`src/rtl/n_bit_synchronous_updown_counter.sv`:
```
`timescale 1ns/1ps
// n_bit_synchronous_updown_counter
//
// Parameterised N-bit synchronous binary up/down counter built in the
// classic T-flip-flop style: every bit is clocked by clk, and bit i toggles
// when all lower-order bits are 1 (counting up) or all are 0 (counting down).
// The counter runs continuously while reset is low and wraps modulo 2^N in
// both directions. There is no terminal-count output and no saturation.
//
// Parameters:
//   N      counter width in bits, legal range 1..32 (default 4)
//
// Ports:
//   clk    rising-edge clock for all state
//   reset  asynchronous, active-high; forces count to 0 while high
//   m      mode: 0 = count up, 1 = count down; sampled at each rising edge,
//          must be stable around the edge (not synchronised here)
//   count  current counter value, driven directly from the registers
module n_bit_synchronous_updown_counter #(
  parameter int unsigned N = 4
) (
  input  logic         clk,
  input  logic         reset,
  input  logic         m,
  output logic [N-1:0] count
);

  // Per-bit toggle enables.
  logic [N-1:0] t;

  // Up:   t[i] = &count[i-1:0]
  // Down: t[i] = &~count[i-1:0]
  // Built as a running AND chain so each enable reuses the one below it.
  // Selecting the mode per bit (rather than choosing between two full chains)
  // keeps the chain a single structure and gives identical results.
  always_comb begin
    t    = '0;
    t[0] = 1'b1;
    for (int unsigned i = 1; i < N; i++) begin
      t[i] = t[i-1] & (m ? ~count[i-1] : count[i-1]);
    end
  end

  // All bits toggle together on the same edge; no ripple clocking.
  always_ff @(posedge clk or posedge reset) begin
    if (reset) begin
      count <= '0;
    end else begin
      count <= count ^ t;
    end
  end

endmodule

```
`config.mk`:
```
export PLATFORM = sky130hd
export DESIGN_NAME = n_bit_synchronous_updown_counter
export DESIGN_NICKNAME = d
export VERILOG_FILES = /design/src/rtl/n_bit_synchronous_updown_counter.sv
export SDC_FILE = /design/constraint.sdc
export NUM_CORES = 1
export LEC_CHECK = 0
export ABC_AREA = 1
export CORE_AREA = 5 5 42 44
export CTS_BUF_LIST = sky130_fd_sc_hd__clkbuf_4 sky130_fd_sc_hd__clkbuf_8 sky130_fd_sc_hd__clkbuf_16
export DETAILED_ROUTE_END_ITERATION = 7
export DIE_AREA = 0 0 47 49
export DONT_BUFFER_PORTS = 1
export GPL_TIMING_DRIVEN = 0
export PLACE_DENSITY_LB_ADDON = 0.05
export SLEW_MARGIN = 20
export SYNTH_ARGS = -nofsm -noshare
export SYNTH_HDL_FRONTEND = slang
export SYNTH_SLANG_ARGS = --single-unit
```
`constraint.sdc`:
```
create_clock -name clk -period 1.3 [get_ports clk]
set_clock_uncertainty 0.2 [all_clocks]
set_input_delay 0.39 -clock clk [delete_from_list [all_inputs] [get_ports clk]]
set_output_delay 0.39 -clock clk [all_outputs]
set_load 0.01 [all_outputs]
```
==> out/qor.yml, run 1 <==
power:
  power_leakage_nw: 0.145
  p_comb_share_pct: 22.3
  seqPwrFrac_pct: 45.8
  p_int_mw: 0.301
  power.net_switching_mw: 0.157
  p_sw_share_pct: 34.3
  ir_worst_vdd_mv: 0.370
  clkPwrFrac_pct: 31.9
  p_per_area_nw_per_um2: 1700
layout:
  drive_above_1_share_pct: 32.3
  layout.cells.non_filler: 47
  num-fill-cells: 168
  nets: 36
  areaGrowthSynthToFinish_pct: 24.3
  regMostFlops: "count"
  antenna_cells: 0
  largestRegisters: "count: 4 flops"
  largest_register_ffs: 4
clocking:
  cts_setup_buffers: 0
  clk_latency_ns: 0.23
  htree_levels: 1
  cts.clk_slew.worst_paths_ns: 0.03
  numCtsBuffers: 3
  numClockSinks: 4
  cts_tree: "yes"
  clockBufferDepth: 2
  cts_resized: 0
  clockRootBuffer: "clkbuf_4"
critical_path:
  endpoint_kind: "primary output"
  start_kind: "flip-flop"
  crit_arrival_ns: 0.68
  critical_path_class: "flip-flop to primary output"
  crit_fanout: 4
  required_ns: 0.71
logic_synthesis:
  syn-num-nets: 30
  yosysMostFrequentCell: "nand2_1"
  synthCells: 27
  async_flop_share_pct: 100
  yosysTopAreaCell: "dfrtp_1"
  yosysSeqAreaShare_pct: 46.2
  yosys.area.top_type_share_pct: 46.2
  synth-edff-count: 0
  yosys_warnings: 0
  ys_ff_latch: 4
  synth.distinct_cells: 10
  netlist_area_um2: 216
  ys.flop_type: "dfrtp_1"
  postSynthAreaPerCell_um2: 8.02
  yosys-top-cells-area: "dfrtp_1 (46%), nand2_1 (16%), nand2_2 (8.7%), inv_1 (6.9%), nand2_4 (5.2%)"
  netlist_top_cells_count: "nand2_1 (9), dfrtp_1 (4), inv_1 (4)"
sta:
  fmax_mhz: 790
  worst_pin_slew_ns: 0.222
  rsz0062_at_grt: "no"
  min_period_over_period_pct: 97.4
  fin_tns_setup_ns: 0
  maxSlewHeadroom_pct: 85.2
  hold_viol_final: 0
  setup_viol: 0
  drv_slew: 0
  layout_min_cycle_time_ns: 1.27
routing:
  avgRoutedWirePerCell_um: 8.89
  first_pass_iters: 1
  via_per_inst: 3.49
  antenna_left: 0
  remaining_drc_errors: 0
  drt-initial-drc-count: 0
  finalWirelength_um: 418
  vias: 164
grt:
  grt_overflow: 0
  grt_usage_pct: 4.81
  antenna_found_initial: 0
  grt_pass1_vias: 174
  grt_max_degree: 6
  grt_first_pass_wirelength_um: 710
placement:
  portBuffers: 0
  dpl.hpwl_um: 373
  place_congestion: 0.590
  dp_cells: 43
floorplanning:
  die_x_um: 47
  coreArea_um2: 1400
  start_util_pct: 15.4
  die_h_um: 49
  rows: 14
  die_area_um2: 2300
  ios: 7
run_status:
  outcome: "completed"
flow_run:
  drv_cap: 0
worst_hold_path:
  worstHoldPathType: "primary input to flip-flop"
## power by group through the flow
stage                     Clock [mW]  Combinational [mW]  Sequential (mW)
final                          0.146               0.102            0.210
after global routing           0.156               0.122            0.218
after CTS                      0.156               0.106            0.212
after detailed placement           0               0.103            0.214
after global placement             0               0.102            0.214
after floorplan                    0              0.0864            0.203
## per-stage QoR
stage / instance area (um2) / setup slack [ns] / utilization, % / total power, mW / hold slack (ns)
2_1_floorplan: 216 / 0.201 / - / 0.289 / -0.0439
3_3_place_gp: 236 / 0.117 / 16.9 / 0.315 / -0.0280
3_5_place_dp: 236 / 0.116 / 16.9 / 0.317 / -0.0276
4_1_cts: 269 / 0.0159 / 19.2 / 0.474 / 0.229
5_1_grt: 269 / 0.00311 / 19.2 / 0.496 / 0.251
6_report: 269 / 0.0337 / 19.2 / 0.458 / 0.238
## layout by cell type, fill, tap and decap left out
cell type      n
inv_2          2
inv_1          4
nand2_4        1
nand3_1        1
dlygate4sd3_1  1
nand2_1        9
dfrtp_1        4
clkbuf_4       3
nand4_1        1
xor2_1         1
nand3_2        1
nand2_2        3
## worst paths after layout
check | slack (ns) | startpoint | depth (start not counted) | endpoint
max | 0.03 | count[0] | 0 | count[0]
min | 0.24 | m | 3 | count[1]
max reg2reg | 0.13 | count[0] | 6 | count[3]
min reg2reg | 0.36 | count[3] | 2 | count[3]
max in group asynchronous | 0.47 | reset | 2 | count[0]
min in group asynchronous | 0.28 | reset | 2 | count[2]
## layer usage
metal | up-vias | part of all wire (%) | GRT usage [%]
met4 | 0 | 0 | 6.91
met2 | 2 | 56 | 6.11
met3 | 0 | 3.6 | 1.11
met5 | - | 0 | 0
met1 | 73 | 40 | 5.12
li1 | 89 | - | -
## cells by family (layout without fill, tap and decap cells)
logic type / Yosys count / in the layout / synth area share (%)
buffers and inverters: 6 / 10 / 10.4
AND/OR/NAND/NOR: 16 / 16 / 39.3
flip-flops: 4 / 4 / 46.2
XOR/XNOR: 1 / 1 / 4.05
## what timing repair did
item                       in CTS  in global routing
hold buffers                    1                  0
hold endpoints to repair        4                  0
setup endpoints to repair       0                  0
## area by class of cell
cell class                 count  area (um2)  area share, %
timing repair buffer           1        10.0           3.72
clock buffer                   3        22.5           8.37
sequential                     4         100           37.2
multi-input combinational     17        93.8           34.9
inverter                       6        22.5           8.37
tap                           16        20.0           7.44
## worst min-delay path, cell delays in order
cell and delay [ns]:
nand2_1 0.07, nand2_4 0.10, xor2_1 0.07
No activity file was read; power rests on OpenSTA's default activity.
==> run 2: changes to the inputs <==
==> constraint.sdc (replaced) <==
create_clock -name clk -period 1.3 [get_ports clk]
set_clock_uncertainty 0.2 [all_clocks]
set_input_delay 0.13 -clock clk [delete_from_list [all_inputs] [get_ports clk]]
set_output_delay 0.13 -clock clk [all_outputs]
set_load 0.01 [all_outputs]
==> out/qor.yml, run 2 (synthesis results as in run 1) <==
run_status:
  outcome: "completed"
layout:
  layout_commonest_cell: "nand2_1"
  seqCellArea_um2: 100  # unchanged
  final_cell_mix: "nand2_1 (9), inv_1 (4), dfrtp_1 (4)"
  regMostFlops: "count"
  num-fill-cells: 167  # -0.60%
  drive_above_1_share_pct: 31.3  # -1.0 points
  multi_input_area_um2: 93.8  # unchanged
  areaGrowthSynthToFinish_pct: 30.1
  postLayoutCellArea_um2: 282  # +4.7%
  nets: 37  # +2.8%
  antenna_cells: 0  # unchanged
  largest_register_ffs: 4  # unchanged
  largestRegisters: "count: 4 flops"
power:
  p_per_area_nw_per_um2: 1640  # -3.6%
  ir_worst_vdd_mv: 0.371  # +0.25%
  power_leakage_nw: 0.158  # +9.0%
  power_mw: 0.462  # +0.91%
sta:
  fin_ws_ns: 0.121  # +0.0872 ns
  hold_viol_final: 0  # unchanged
  drv_slew: 0  # unchanged
  layout_min_cycle_time_ns: 1.18  # -0.0872 ns
  setup_viol: 0  # unchanged
  fmax_mhz: 848  # +7.4%
  rsz0062_at_grt: "no"
  min_period_over_period_pct: 90.7  # -6.7 points
  worst_pin_slew_ns: 0.222  # unchanged
  fin_tns_setup_ns: 0  # unchanged
  maxSlewHeadroom_pct: 85.2  # unchanged
placement:
  place_congestion: 0.590  # unchanged
  pre_cts_slack_ns: 0.116  # unchanged
  portBuffers: 0  # unchanged
  dpl.hpwl_um: 373  # unchanged
  placed_area_um2: 236  # unchanged
routing:
  remaining_drc_errors: 0  # unchanged
  vias: 168  # +2.4%
  antenna_left: 0  # unchanged
  first_pass_iters: 1  # unchanged
  avgRoutedWirePerCell_um: 8.75  # -1.6%
  drt-initial-drc-count: 0  # unchanged
  finalWirelength_um: 420  # +0.48%
  via_per_inst: 3.50  # +0.30%
clocking:
  clk_latency_ns: 0.23  # about the same
  numCtsBuffers: 3  # unchanged
  cts_setup_buffers: 0  # unchanged
  clockRootBuffer: "clkbuf_4"
  clockBufferDepth: 2  # unchanged
  cts.clk_slew.worst_paths_ns: 0.03  # about the same
  htree_levels: 1  # unchanged
  numClockSinks: 4  # unchanged
  cts_tree: "yes"
floorplanning:
  coreArea_um2: 1400  # unchanged
  ios: 7  # unchanged
  die_x_um: 47  # unchanged
  rows: 14  # unchanged
  die_area_um2: 2300  # unchanged
  start_util_pct: 15.4  # unchanged
  die_h_um: 49  # unchanged
critical_path:
  crit_fanout: 4  # unchanged
  crit_arrival_ns: 1.09  # +0.41 ns
  required_ns: 1.22  # +0.51 ns
  critical_path_class: "flip-flop to flip-flop"
  r2r_start: "count[0]"
  reg2reg_to: "count[3]"
  r2r_slack_ns: 0.12  # about the same
  crit_start: "count[0]"
  reg2reg_depth: 6  # unchanged
  start_kind: "flip-flop"
  endpoint_kind: "flip-flop"
grt:
  antenna_found_initial: 0  # unchanged
  grt_pass1_vias: 176  # +1.1%
  grt_usage_pct: 4.81  # unchanged
  grt_first_pass_wirelength_um: 710  # unchanged
  grt_overflow: 0  # unchanged
  grt_max_degree: 6  # unchanged
worst_hold_path:
  worstHoldPathType: "primary input to asynchronous set/reset pin"
flow_run:
  drv_cap: 0  # unchanged
## run 2: cell count changes in the layout (fill, tap and decap cells not counted), sizes merged
cell | previous run | this run
dlymetal6s4s | 0 | 1
## run 2: per-layer routing
metal,GRT usage (%),vias to the layer above,wire (um)
met2,6.11,2,233
met1,5.12,75,171
met5,0,-,0
met4,6.91,0,0
li1,-,91,-
met3,1.11,0,15
## run 2: area by class of cell
cell class,count,share of cell area (%)
inverter,6,8.00
sequential,4,35.6
clock buffer,3,8.00
multi-input combinational,17,33.3
tap,16,7.11
timing repair buffer,2,8.00
## run 2: stage by stage
step | util [%] | std cells | hold WS [ns]
floorplan | - | 27 | -0.304
global placement | 16.9 | 43 | -0.288
detailed placement | 16.9 | 43 | -0.288
CTS | 19.9 | 48 | 0.0122
global route | 20.1 | 48 | 0.0397
finish | 20.1 | 48 | 0.0192
## run 2: worst max-delay path by stage
stage | slack (ns) | end | cells after the start
finish | 0.12 | count[3] | 6
global route | 0.03 | count[3] | 6
CTS | 0.08 | count[3] | 7
detailed placement | 0.12 | count[3] | 6
global placement | 0.12 | count[3] | 6
floorplan | 0.20 | count[3] | 6
## run 2: where the power goes
group          internal, mW  total (mW)  leakage [nW]  switching, mW
clock network         0.103       0.146        0.0138         0.0432
logic                0.0425       0.106        0.0983         0.0639
registers             0.158       0.210        0.0456         0.0518
## run 2: timing repair
| item | CTS | global route |
|---|---|---|
| hold buffers | 2 | 0 |
| hold endpoints to repair | 6 | 0 |
| endpoints found under the setup margin | 0 | 1 |
| resized for setup | 0 | 1 |
## run 2: critical path, cell delays in order, from the launching register on
cell and delay, ns:
dfrtp_1 0.44, inv_2 0.10, nand2_2 0.05, nand2_1 0.09, nand3_2 0.07, nand2_1 0.05
nand2_1 0.05
